===== config.mk =====
export PLATFORM = sky130hd
export DESIGN_NAME = fixedpoint_addsub_arbiter
export DESIGN_NICKNAME = d
export VERILOG_FILES = /design/src/rtl/fixedpoint_addsub_arbiter_pkg.sv /design/src/rtl/fixedpoint_addsub_arbiter_core.sv /design/src/rtl/fixedpoint_addsub_arbiter.sv
export SDC_FILE = /design/constraint.sdc
export NUM_CORES = 1
export LEC_CHECK = 0
export ABC_AREA = 1
export CORE_UTILIZATION = 32
export DETAILED_ROUTE_END_ITERATION = 6
export HOLD_SLACK_MARGIN = 0.15
export PLACE_DENSITY = 0.67
export SKIP_CTS_REPAIR_TIMING = 1
export SYNTH_ARGS = -nofsm -noshare
export SYNTH_HDL_FRONTEND = slang
export SYNTH_SLANG_ARGS = --single-unit

===== constraint.sdc =====
create_clock -name clk -period 2.6 [get_ports clk]
set_input_delay 0.26 -clock clk [delete_from_list [all_inputs] [get_ports clk]]
set_output_delay 0.26 -clock clk [all_outputs]
set_load 0.05 [all_outputs]

===== src/rtl/fixedpoint_addsub_arbiter_pkg.sv =====
// Shared width helpers and op codes for the fixed-point add/sub arbiter slice.
package fixedpoint_pkg;

    localparam logic OP_ADD = 1'b0;
    localparam logic OP_SUB = 1'b1;

    function automatic int max_len(input int a, input int b);
        return (a > b) ? a : b;
    endfunction

    function automatic int aligned_int_len(input int wi1, input int wi2);
        return max_len(wi1, wi2);
    endfunction

    function automatic int aligned_frc_len(input int wf1, input int wf2);
        return max_len(wf1, wf2);
    endfunction

endpackage


===== src/rtl/fixedpoint_addsub_arbiter_core.sv =====
// Combinational fixed-point add/sub: operand alignment, exact sum/difference,
// output formatting and overflow detection.
module fixedpoint_addsub_core
    import fixedpoint_pkg::*;
#(
    parameter int WI1 = 3,
    parameter int WF1 = 4,
    parameter int WI2 = 4,
    parameter int WF2 = 3,
    parameter int WIO = max_len(WI1, WI2) + 1,
    parameter int WFO = max_len(WF1, WF2)
) (
    input  logic                   op_i,
    input  logic [WI1+WF1-1:0]     in1_i,
    input  logic [WI2+WF2-1:0]     in2_i,
    output logic [WIO+WFO-1:0]     data_o,
    output logic                   ovf_o
);

    localparam int W1  = WI1 + WF1;
    localparam int W2  = WI2 + WF2;
    localparam int IL  = aligned_int_len(WI1, WI2);
    localparam int FL  = aligned_frc_len(WF1, WF2);
    localparam int SIL = IL + 1;
    localparam int SW  = SIL + FL;
    localparam int RW  = SIL + WFO;
    localparam int OW  = WIO + WFO;

    logic [SW-1:0] a_s;
    logic [SW-1:0] b_s;
    logic [SW-1:0] sum_s;
    logic [RW-1:0] fmt_s;

    // Align both operands to SIL.FL; the extra integer bit keeps -min(in2) exact.
    always_comb begin
        a_s   = {{(SW-W1){in1_i[W1-1]}}, in1_i} << (FL - WF1);
        b_s   = {{(SW-W2){in2_i[W2-1]}}, in2_i} << (FL - WF2);
        sum_s = (op_i == OP_SUB) ? (a_s - b_s) : (a_s + b_s);
    end

    generate
        if (WFO < FL) begin : g_frc_trunc
            assign fmt_s = sum_s[SW-1:FL-WFO];
        end else if (WFO > FL) begin : g_frc_pad
            assign fmt_s = {sum_s, {(WFO-FL){1'b0}}};
        end else begin : g_frc_same
            assign fmt_s = sum_s;
        end

        if (WIO > SIL) begin : g_int_ext
            assign data_o = {{(WIO-SIL){fmt_s[RW-1]}}, fmt_s};
            assign ovf_o  = 1'b0;
        end else if (WIO == SIL) begin : g_int_same
            assign data_o = fmt_s;
            assign ovf_o  = 1'b0;
        end else begin : g_int_wrap
            // Dropped MSBs must all match the kept sign bit for the value to fit.
            assign data_o = fmt_s[OW-1:0];
            assign ovf_o  = !((&fmt_s[RW-1:OW-1]) || (~|fmt_s[RW-1:OW-1]));
        end
    endgenerate

endmodule


===== src/rtl/fixedpoint_addsub_arbiter.sv =====
// Two-requester round-robin front end sharing one fixed-point add/sub core,
// with a registered result slot and a saturating overflow counter.
module fixedpoint_addsub_arbiter
    import fixedpoint_pkg::*;
#(
    parameter int WI1 = 3,
    parameter int WF1 = 4,
    parameter int WI2 = 4,
    parameter int WF2 = 3,
    parameter int WIO = max_len(WI1, WI2) + 1,
    parameter int WFO = max_len(WF1, WF2),
    parameter int CW  = 8
) (
    input  logic                   clk,
    input  logic                   rst,
    input  logic                   r0_valid,
    output logic                   r0_ready,
    input  logic                   r0_op,
    input  logic [WI1+WF1-1:0]     r0_in1,
    input  logic [WI2+WF2-1:0]     r0_in2,
    input  logic                   r1_valid,
    output logic                   r1_ready,
    input  logic                   r1_op,
    input  logic [WI1+WF1-1:0]     r1_in1,
    input  logic [WI2+WF2-1:0]     r1_in2,
    output logic                   out_valid,
    input  logic                   out_ready,
    output logic                   out_id,
    output logic [WIO+WFO-1:0]     out_data,
    output logic                   out_ovf,
    input  logic                   ovf_clear,
    output logic [CW-1:0]          ovf_count
);

    localparam int OW = WIO + WFO;

    logic               out_valid_q, out_valid_d;
    logic               out_id_q,    out_id_d;
    logic [OW-1:0]      out_data_q,  out_data_d;
    logic               out_ovf_q,   out_ovf_d;
    logic [CW-1:0]      ovf_count_q, ovf_count_d;
    logic               rr_ptr_q,    rr_ptr_d;

    logic               slot_free_s;
    logic               grant0_s;
    logic               grant1_s;
    logic               accept_s;
    logic               sel_op_s;
    logic [WI1+WF1-1:0] sel_in1_s;
    logic [WI2+WF2-1:0] sel_in2_s;
    logic [OW-1:0]      core_data_s;
    logic               core_ovf_s;

    // Grant logic; nothing is handed out while reset is asserted.
    always_comb begin
        slot_free_s = !out_valid_q || out_ready;
        grant0_s    = !rst && slot_free_s && r0_valid && (!r1_valid || (rr_ptr_q == 1'b0));
        grant1_s    = !rst && slot_free_s && r1_valid && (!r0_valid || (rr_ptr_q == 1'b1));
        accept_s    = grant0_s || grant1_s;
        sel_op_s    = grant1_s ? r1_op  : r0_op;
        sel_in1_s   = grant1_s ? r1_in1 : r0_in1;
        sel_in2_s   = grant1_s ? r1_in2 : r0_in2;
    end

    fixedpoint_addsub_core #(
        .WI1 (WI1),
        .WF1 (WF1),
        .WI2 (WI2),
        .WF2 (WF2),
        .WIO (WIO),
        .WFO (WFO)
    ) u_core (
        .op_i   (sel_op_s),
        .in1_i  (sel_in1_s),
        .in2_i  (sel_in2_s),
        .data_o (core_data_s),
        .ovf_o  (core_ovf_s)
    );

    // Next state of the result slot, round-robin pointer and overflow counter.
    always_comb begin
        out_valid_d = out_valid_q;
        out_id_d    = out_id_q;
        out_data_d  = out_data_q;
        out_ovf_d   = out_ovf_q;
        rr_ptr_d    = rr_ptr_q;
        ovf_count_d = ovf_count_q;

        if (accept_s) begin
            out_valid_d = 1'b1;
            out_id_d    = grant1_s;
            out_data_d  = core_data_s;
            out_ovf_d   = core_ovf_s;
            rr_ptr_d    = !grant1_s;
        end else if (out_ready) begin
            out_valid_d = 1'b0;
        end else begin
            out_valid_d = out_valid_q;
        end

        if (ovf_clear) begin
            ovf_count_d = {CW{1'b0}};
        end else if (out_valid_q && out_ready && out_ovf_q && !(&ovf_count_q)) begin
            ovf_count_d = ovf_count_q + {{(CW-1){1'b0}}, 1'b1};
        end else begin
            ovf_count_d = ovf_count_q;
        end
    end

    // State registers.
    always_ff @(posedge clk or posedge rst) begin
        if (rst) begin
            out_valid_q <= 1'b0;
            out_id_q    <= 1'b0;
            out_data_q  <= {OW{1'b0}};
            out_ovf_q   <= 1'b0;
            ovf_count_q <= {CW{1'b0}};
            rr_ptr_q    <= 1'b0;
        end else begin
            out_valid_q <= out_valid_d;
            out_id_q    <= out_id_d;
            out_data_q  <= out_data_d;
            out_ovf_q   <= out_ovf_d;
            ovf_count_q <= ovf_count_d;
            rr_ptr_q    <= rr_ptr_d;
        end
    end

    assign r0_ready  = grant0_s;
    assign r1_ready  = grant1_s;
    assign out_valid = out_valid_q;
    assign out_id    = out_id_q;
    assign out_data  = out_data_q;
    assign out_ovf   = out_ovf_q;
    assign ovf_count = ovf_count_q;

endmodule


# Yosys cells after proc, flatten, opt, wreduce, memory -nomap -nowiden
# Index checks and enable logic that the tools add are counted.
[classes]
n_reduce_logical = 15
mux = 7
add_sub_neg = 2
bitwise_logic = 1
[ops]
columns = ["cell", "n"]
rows = [
  ["2-to-1 mux 7 bit", 2],
  ["adder 7 x 8 -> 9 bit", 1],
  ["2-to-1 mux 9 bit", 1],
  ["subtractor 7 x 8 -> 9 bit", 1],
  ["2-to-1 mux 8 bit", 1],
  ["logical AND 1 bit", 5],
  ["zero test 1 bit", 5],
  ["logical OR 1 bit", 4],
  ["2-to-1 mux 1 bit", 3],
  ["nonzero test 2 bit", 1],
  ["inverter 1 bit", 1],
]
[totals]
input_bits = 36
elab_cells = 30
ff_bits = 20
out_inout_bits = 22

# Depth between registers and ports, before layout
# Gate-level depths: netlist of run 1.
[depth]
ltp_word = 8
ltp_mapped = 19
ltp_nobuf = 19

# Modules after synthesis
# A second synthesis of run 1 with hierarchy kept.
[hier_totals]
cells_unflattened = 274
hier_area_um2 = 1761.7
[by_module_without_submodules]
columns = ["module", "instances", "area_each_um2", "seq_area_each_um2", "cells_each"]
rows = [
  ["fixedpoint_addsub_arbiter", 1, 1241.2, 525.5, 184],
  ["fixedpoint_addsub_core", 1, 520.5, 0.0, 90],
]

# Least setup slack after synthesis of run 1
# OpenSTA, ideal clock, no wires.
[synth_path]
path_kind = "register to register"
from = "register out_valid_q, in the netlist out_valid"
to = "register out_data_q[7], in the netlist out_data[7]"
period_less_slack_ns = 3.021
t_arrival_ns = 2.903
setup_ns = 0.118
n_path_buf = 0
path_stages_with_launch = 19
setup_slack_ns = -0.421
cell_sequence = "dfrtp_1 -> a21oi_4 -> nand2_4 -> clkinv_2 -> nand2_1 -> nand2_2 -> nor2_1 -> a22oi_1 -> inv_1 -> fa_1 -> nand3b_1 -> and2_1 -> inv_1 -> nand2_1 -> nand2_1 -> a21oi_1 -> xnor2_1 -> nand2_1 -> nand2_1"
[synth_via]
elab_chain_cells = 8
[synth_lines]
columns = ["element", "line_no", "text"]
rows = [
  ["start, declared", "fixedpoint_addsub_arbiter.sv:37", "logic out_valid_q, out_valid_d;"],
  ["start signal, assigned", "fixedpoint_addsub_arbiter.sv:120", "out_valid_q <= out_valid_d;"],
  ["zero test 1 bit (*)", "fixedpoint_addsub_arbiter.sv:56", "slot_free_s = !out_valid_q || out_ready;"],
  ["logical OR 1 bit (*)", "fixedpoint_addsub_arbiter.sv:56", ""],
  ["logical AND 1 bit (*) (3 in series)", "fixedpoint_addsub_arbiter.sv:58", "grant1_s = !rst && slot_free_s && r1_valid && (!r0_valid || (rr_ptr_q == 1'b1));"],
  ["via r1_ready", "fixedpoint_addsub_arbiter.sv:22", "output logic r1_ready,"],
  ["2-to-1 mux 7 bit (on tied branches)", "fixedpoint_addsub_arbiter.sv:61, fixedpoint_addsub_arbiter.sv:62", ""],
  ["adder 7 x 8 -> 9 bit or subtractor 7 x 8 -> 9 bit (tied branches)", "fixedpoint_addsub_arbiter_core.sv:38", "sum_s = (op_i == OP_SUB) ? (a_s - b_s) : (a_s + b_s);"],
  ["2-to-1 mux 9 bit", "fixedpoint_addsub_arbiter_core.sv:38", ""],
  ["end signal, assigned", "fixedpoint_addsub_arbiter.sv:115", "out_data_q <= {OW{1'b0}};"],
  ["end signal, assigned", "fixedpoint_addsub_arbiter.sv:122", "out_data_q <= out_data_d;"],
  ["end, declared", "fixedpoint_addsub_arbiter.sv:39", "logic [OW-1:0] out_data_q, out_data_d;"],
]
# Mark *: on every way through the listed nets, which the timed path passes. The rest lies on a longest branch.
# A chain may end at the register's enable or synchronous reset.

# Worst setup path in the final report of run 1
[layout_path]
from = "register rr_ptr_q"
to = "register out_data_q[8], in the netlist out_data[8]"
[layout_via]
elab_chain_cells = 5
[layout_lines]
columns = ["element", "line_no", "text"]
rows = [
  ["start, declared", "fixedpoint_addsub_arbiter.sv:42", "logic rr_ptr_q, rr_ptr_d;"],
  ["start signal, assigned", "fixedpoint_addsub_arbiter.sv:125", "rr_ptr_q <= rr_ptr_d;"],
  ["logical OR 1 bit", "fixedpoint_addsub_arbiter.sv:58", ""],
  ["logical AND 1 bit", "fixedpoint_addsub_arbiter.sv:58", ""],
  ["2-to-1 mux 7 bit (on tied branches)", "fixedpoint_addsub_arbiter.sv:61, fixedpoint_addsub_arbiter.sv:62", ""],
  ["adder 7 x 8 -> 9 bit or subtractor 7 x 8 -> 9 bit (tied branches)", "fixedpoint_addsub_arbiter_core.sv:38", ""],
  ["2-to-1 mux 9 bit", "fixedpoint_addsub_arbiter_core.sv:38", ""],
]
# Several ways; a longest one is shown, not always the timed one.

==> results of run 1 <==
-- Yosys cell counts --
cell,instances,area share (%)
nor2_2,2,1.0
nor2_1,9,2.8
dfrtp_1,12,25
and2_1,1,0.52
xor2_1,6,4.3
a22oi_1,1,0.62
o21a_1,1,0.62
o21ai_0,9,3.7
buf_6,1,0.93
nand2_2,8,4.1
buf_2,1,0.41
or2_2,1,0.52
o31ai_1,1,0.62
a21oi_4,2,2.7
a21oi_1,6,2.5
buf_4,9,5.6
a31oi_1,2,1.0
inv_1,17,5.3
o21ai_2,1,0.72
ha_1,7,7.2
nand3_2,1,0.83
nor2_4,1,0.93
xnor2_1,1,0.72
conb_1,1,0.31
a211oi_1,1,0.62
nand3b_1,1,0.62
fa_1,1,1.7
clkinv_2,1,0.41
nand3_1,12,5.0
nand2_4,1,0.93
or2_1,1,0.52
mux2i_1,1,0.83
nand2_1,53,16
inv_2,1,0.31
-- worst max-delay path: stages (launching register included) --
cell and delay, ns:
dfrtp_1 0.38, inv_2 0.06, a21oi_4 0.22, nand2_4 0.10, nand2_2 0.08, nand2_2 0.07
nor2_4 0.17, nor2_4 0.06, xor2_1 0.16, ha_1 0.34, nand2_1 0.13, nor2_2 0.05
a211oi_2 0.27, buf_4 0.17, o31ai_4 0.05, inv_1 0.07, nand3_2 0.06, nand3_2 0.08
nand2_1 0.05
-- layout make-up --
type | count | area [sq um]
fillers | 305 | 1199
multi-input cells | 141 | 943.4
repair buffers | 92 | 838.3
flip-flops and latches | 12 | 301.5
inverters | 19 | 83.83
well taps | 46 | 57.56
clock buffers | 4 | 45.04
-- per-layer routing --
metal / track usage [%] / wire (microns) / part of all wire, %
met1: 19.19 / 1348 / 41
met2: 26.60 / 1738 / 53
met3: 1.449 / 146 / 4.4
met4: 6.818 / 53 / 1.6
met5: 0 / 0 / 0
-- kinds of logic (layout without fill, tap and decap cells) --
family          Yosys count  count (layout)  share of synthesized area (%)
compound gates           24              24                          13.11
other cells               1               9                         0.3093
simple gates             91              92                          34.16
xor+xnor                  7               7                          5.057
fa+ha+maj                 8               8                          8.875
mux                       1               1                         0.8256
buf+inv                  30             115                          12.90
flops                    12              12                          24.77
-- stage by stage --
| stage | hold slack, ns | power (mW) | TNS, ns | setup WS [ns] |
|---|---|---|---|---|
| floorplan | 0.1246 | 0.9672 | -0.1112 | -0.07262 |
| CTS | 0.4325 | 1.509 | -0.3926 | -0.1312 |
| global placement | 0.4672 | 1.318 | -1.372 | -0.3459 |
| global route | 0.3140 | 1.778 | -0.9290 | -0.2582 |
| finish | 0.3032 | 1.654 | -0.2920 | -0.09802 |
| detailed placement | 0.4728 | 1.331 | -1.520 | -0.3828 |
-- cell usage in the layout (no fill, tap or decap), drive strengths merged, types with 6 or more instances in the layout --
master and instances:
nand2 63, buf 46, clkdlybuf4s50 41, inv 18, nand3 13, dfrtp 12, nor2 12, o21ai 10
conb 9, a21oi 8, ha 7, xor2 6
-- flip-flops by register name, summed over array words and instances, names as in the netlist --
| signal | count |
|---|---|
| out_data | 9 |
| out_id | 1 |
| out_valid | 1 |
| rr_ptr_q | 1 |
-- worst paths after layout --
check | from | to | slack (ns) | cells past startpoint
setup / recovery | rr_ptr_q | out_data[8] | -0.1 | 18
hold / removal | out_ready | out_valid | 0.30 | 4
setup reg to reg | rr_ptr_q | out_data[8] | -0.1 | 18
hold reg to reg | out_data[3] | out_data[3] | 0.48 | 2
max in group asynchronous | rst | out_valid | 1.64 | 3
min in group asynchronous | rst | out_data[0] | 0.64 | 3
-- power groups by stage --
stage	clock [mW]	sequential, mW	combinational [mW]
after floorplan	0	0.562	0.405
after global placement	0	0.307	1.01
after detailed placement	0	0.311	1.02
after CTS	0.179	0.309	1.02
after global routing	0.193	0.317	1.27
final	0.175	0.307	1.17
==> summary.txt, run 1 <==
Logic synthesis
  • Register area share after synthesis: 24.77%
  • Syn Std Cell Area: 1212 sq um
  • #FFs+latches synth: 12
  • Synth cell types: 34
  • Yosys warning total: 0
  • Syn_area_per_cell: 6.968 sq um
  • Post-synthesis cell count: 174

Route
  • DRC violations left: 0
  • Vias per std cell: 4.452
  • Final wirelength: 3286 microns
  • Routed WL per cell: 10.46 microns
  • Final ANT Viol Nets: 0
  • Drt pass-1 iters: 4
  • Initial DRC count: 88
  • Vias: 1398

Setup path
  • Startpoint Class: flop
  • WP data arrival: 2.83 ns
  • Crit path max fanout: 4
  • Crit path kind: reg2reg
  • CP required: 2.73 ns
  • Crit. End Element: flop

Status
  • Failing checks: setup timing
  • Status: finished, violations left

Power and ir drop
  • Clock share of power: 10.6%
  • Comb power frac: 70.9%
  • P_sw: 778.4 uW
  • Sw Share: 47.05%
  • Int Pwr: 875.9 uW
  • Seq pwr share: 18.5%
  • Leak: 1.138 nW
  • Max VDD drop: 0.2219 mV
  • Power Dens Cells: 728.9 nW/um^2

Timing
  • Final Max Slew Viols: 0
  • Endpoints failing setup: 4
  • Measured slew at the worst slew-check pin: 0.5088 ns
  • Final hold viol count: 0
  • Slew HR: 65.97%
  • Worst Skew: 0.005061 ns
  • Maximum clock frequency: 0.3706 GHz
  • RSZ-0062 raised after global routing: yes
  • Post-layout min period: 2.698 ns
  • Min setup slack post-route: -0.09802 ns
  • Final period utilization: 103.8%

CTS
  • TritonCTS Buffers: 3
  • Sink Count: 12
  • Clk slew on worst S/H paths: 0.05 ns
  • CTS tree: built
  • Worst-Skew Late Latency: 0.24 ns
  • # H-tree levels: 1
  • Clock Tree Buf Depth: 2
  • Clock Tree Root: clkbuf_8

Global route
  • Largest net degree at the start of global routing: 15
  • Global route total overflow: 0
  • Initial antenna violation count: 0
  • Vias in the first global route: 1249
  • Tot GR Track Use: 15.42%
  • First-pass GRT wire length: 5043 microns

Flow run
  • Max-cap violations: 0

Final layout
  • NumNets Final: 313
  • Layout area overhead: 87.20%
  • Share of cells above drive strength 1: 37.31%
  • ANT cells: 0
  • Final core utilization: 65.44%
  • Finished Layout Cells: 314
  • Final non-filler cell area: 2270 sq um

Placement
  • Count of input and output buffers: 47
  • Placed Cells: 295
  • RD Place Congestion: 0.7516
  • DPL Wire Length: 2364 microns
  • DP Area: 1962 sq um

Floorplan
  • Io pins: 58
  • Core area: 3468 sq um
  • Starting Density: 34.96%
  • Die Area: 4039 sq um
  • Die height: 63.56 microns
  • Site Rows: 21
  • Die X: 63.56 microns

Worst hold path
  • Hold Path Class: in2reg
No activity file was read; power rests on OpenSTA's default activity.
==> inputs of run 2 (changes only) <==
--- a/config.mk
+++ b/config.mk
@@ -8,6 +8,7 @@
 export ABC_AREA = 1
 export CORE_UTILIZATION = 32
 export DETAILED_ROUTE_END_ITERATION = 6
+export GPL_ROUTABILITY_DRIVEN = 0
 export HOLD_SLACK_MARGIN = 0.15
 export PLACE_DENSITY = 0.67
 export SKIP_CTS_REPAIR_TIMING = 1
==> results of run 2 <==
Same layout as run 1: the final DEF is identical, and so are final timing and power.
==> inputs of run 3 (changes only) <==
--- a/config.mk
+++ b/config.mk
@@ -5,12 +5,11 @@
 export SDC_FILE = /design/constraint.sdc
 export NUM_CORES = 1
 export LEC_CHECK = 0
-export ABC_AREA = 1
-export CORE_UTILIZATION = 32
+export CORE_UTILIZATION = 37
 export DETAILED_ROUTE_END_ITERATION = 6
 export GPL_ROUTABILITY_DRIVEN = 0
 export HOLD_SLACK_MARGIN = 0.15
-export PLACE_DENSITY = 0.67
+export PLACE_DENSITY = 0.75
 export SKIP_CTS_REPAIR_TIMING = 1
 export SYNTH_ARGS = -nofsm -noshare
 export SYNTH_HDL_FRONTEND = slang
==> run 3 against run 2 <==
  * The run now ends clean
  * Count of clock-buffer cells in the layout did not move
  * Core utilization is 2.4 points higher
  * Total power shrank 27%
  * Via count is 6.7% lower
  * Critical path depth down 5
  * Sequential power is 11% lower
  * Synthesized cell count shrank 5.7%
  * Largest power group unchanged
==> summary.txt, run 3 <==
Route
  • Drt pass-1 iters: 6 (+2)
  • Vias: 1305 (-6.7%)
  • DRC violations left: 0 (unchanged)
  • Final ANT Viol Nets: 0 (unchanged)
  • Vias per std cell: 4.547 (+2.1%)
  • Routed WL per cell: 10.52 microns (+0.52%)
  • Initial DRC count: 72 (-18%)
  • Final wirelength: 3019 microns (-8.1%)

Logic synthesis
  • Post-synth EDFFs: 0 (unchanged)
  • Most common library cells after synthesis: nand2_1, nor2_1, o21ai_0
  • Post-synthesis cell count: 164 (-5.7%)
  • Top-area cell type share of the netlist area: 24.02% (-0.74 points)
  • Syn_area_per_cell: 7.622 sq um (+9.4%)
  • Area leader, netlist: dfrtp_1
  • Ys async rst share: 100.0% (unchanged)
  • Register area share after synthesis: 24.02% (-0.74 points)
  • Top_reg_cell synth: dfrtp_1
  • Most frequent cell after synthesis: nand2_1
  • Yosys warning total: 0 (unchanged)
  • Synth cell types: 33 (-2.9%)
  • Synth top area cells: dfrtp_1, nand2_1, ha_1, xor2_1, xnor2_1
  • #FFs+latches synth: 12 (unchanged)
  • Syn Std Cell Area: 1250 sq um (+3.1%)

Global route
  • Initial antenna violation count: 0 (unchanged)
  • First-pass GRT wire length: 4636 microns (-8.1%)
  • Global route total overflow: 0 (unchanged)
  • Vias in the first global route: 1167 (-6.6%)
  • Tot GR Track Use: 16.57% (+1.2 points)
  • Largest net degree at the start of global routing: 18 (+3)

Setup path
  • CP required: 2.78 ns (+0.05 ns)
  • WP data arrival: 2.76 ns (-0.07 ns)
  • Startpoint Class: primary input
  • Crit path max fanout: 7 (+3)
  • Crit path kind: in2reg
  • Crit. End Element: flop

Timing
  • Worst Skew: 0.006082 ns (+0.001021 ns)
  • Slew HR: 66.57% (+0.60 points)
  • Post-layout min period: 2.580 ns (-0.1185 ns)
  • Measured slew at the worst slew-check pin: 0.4998 ns (-0.008969 ns)
  • Endpoints failing setup: 0 (-4)
  • Final Max Slew Viols: 0 (unchanged)
  • Final setup TNS: 0 ns (+0.2920 ns)
  • Final period utilization: 99.21% (-4.6 points)
  • Maximum clock frequency: 0.3877 GHz (+4.6%)
  • Final hold viol count: 0 (unchanged)
  • RSZ-0062 raised after global routing: yes

Floorplan
  • Die X: 60.12 microns (-5.4%)
  • Die Area: 3614 sq um (-11%)
  • Io pins: 58 (unchanged)
  • Site Rows: 20 (-4.8%)
  • Core area: 3128 sq um (-9.8%)
  • Starting Density: 39.96% (+5.0 points)
  • Die height: 60.12 microns (-5.4%)

Power and ir drop
  • Leak: 1.010 nW (-11%)
  • Power Dens Cells: 569.4 nW/um^2 (-22%)
  • Max VDD drop: 0.1679 mV (-24%)

Final layout
  • Layout area overhead: 69.77%
  • Number of flip-flops in the largest register: 9 (unchanged)
  • Final core utilization: 67.84% (+2.4 points)
  • Leading cell type in the layout, fill and taps excluded: clkdlybuf4s50_1
  • Most frequent cells in the layout: clkdlybuf4s50_1, buf_4, nand2_1
  • Finished Layout Cells: 287 (-8.6%)
  • NumNets Final: 288 (-8.0%)
  • ANT cells: 0 (unchanged)
  • Share of cells above drive strength 1: 24.28% (-13 points)
  • Fillcell total: 256 (-16%)

Status
  • Status: finished, final reports clean

CTS
  • Worst-Skew Late Latency: 0.27 ns (+0.03 ns)
  • CTS tree: built
  • # H-tree levels: 1 (unchanged)
  • Clock Tree Root: clkbuf_4
  • Clk slew on worst S/H paths: 0.07 ns (+0.02 ns)
  • Sink Count: 12 (unchanged)
  • Clock Tree Buf Depth: 2 (unchanged)
  • TritonCTS Buffers: 3 (unchanged)

Placement
  • DPL Wire Length: 2493 microns (+5.4%)
  • Placed Cells: 278 (-5.8%)
  • Count of input and output buffers: 47 (unchanged)

Worst hold path
  • Hold Path Class: reg2reg

Flow run
  • Max-cap violations: 0 (unchanged)
run 3: cell types whose count changed in the layout (fill, tap and decap cells not counted), moves of 7 or more:
cell	before	now
nand2_1	43	24
nand2_2	15	2
nor2_1	5	16
inv_1	13	4
buf_4	40	32
xnor2_1	1	9
nand3_1	8	1
run 3: layer usage:
metal / up-vias / share of wire [%] / GRT usage [%]
li1: 686 / - / -
met1: 582 / 45 / 19.48
met2: 31 / 52 / 30.77
met3: 6 / 2.4 / 2.381
met4: 0 / 0.79 / 4.319
met5: - / 0 / 0
run 3: metrics by stage:
step / setup WS, ns / power (mW) / hold slack [ns] / instance area, sq um
after floorplan: -0.08726 / 0.7564 / 0.1329 / 1303
after global placement: -0.2093 / 1.013 / 0.4598 / 1982
after detailed placement: -0.2452 / 1.033 / 0.4698 / 1982
after CTS: -0.01425 / 1.182 / 0.3009 / 2018
after global routing: -0.1235 / 1.287 / 0.5186 / 2122
final: 0.02043 / 1.208 / 0.4788 / 2122
run 3: kinds of logic (layout without fill, tap and decap cells):
kind of cell	Yosys count	in the layout	share of synthesized area, %
muxes	5	5	4.104
DFF	12	12	24.02
other	1	9	0.3000
adders and majority gates	8	8	8.608
xor gates and xnor gates	19	19	13.31
and+or+nand+nor	64	64	23.42
AOI/OAI and AO/OA	33	33	16.92
buffers and inverters	22	93	9.309
run 3: report_power, final:
part	internal, mW	leakage (nW)	total, mW	switching, mW
sequential	0.244	0.143	0.274	0.0294
combinational	0.340	0.845	0.788	0.449
clock	0.0849	0.0210	0.146	0.0610
total	0.669	1.01	1.21	0.539
run 3: path summary, 6_finish.rpt:
check                       startpoint          end  slack, ns  depth (start not counted)
max                          out_ready  out_data[7]       0.02                         13
min                        out_data[3]  out_data[3]       0.48                          2
max reg2reg                  out_valid  out_data[7]       0.03                         13
min reg2reg                out_data[3]  out_data[3]       0.48                          2
max in group asynchronous          rst    out_valid       1.88                          4
min in group asynchronous          rst     rr_ptr_q       0.56                          4
run 3: layout make-up:
class	count	area [sq um]	share of cell area, %
tap	44	55.05	2.594
sequential	12	301.5	14.21
inverter	7	30.03	1.415
clock buffer	4	36.28	1.710
multi-input combinational	138	923.4	43.51
timing repair buffer	82	775.7	36.56
run 3: critical path: stages:
cell             delay [ns]
clkdlybuf4s50_1        0.48
o21a_1                 0.17
nand3_4                0.15
buf_6                  0.17
mux2i_4                0.18
buf_4                  0.14
fa_2                   0.33
nor2b_1                0.11
o21ai_1                0.10
a21boi_1               0.21
o21a_1                 0.19
nor3_2                 0.07
o31ai_2                0.20
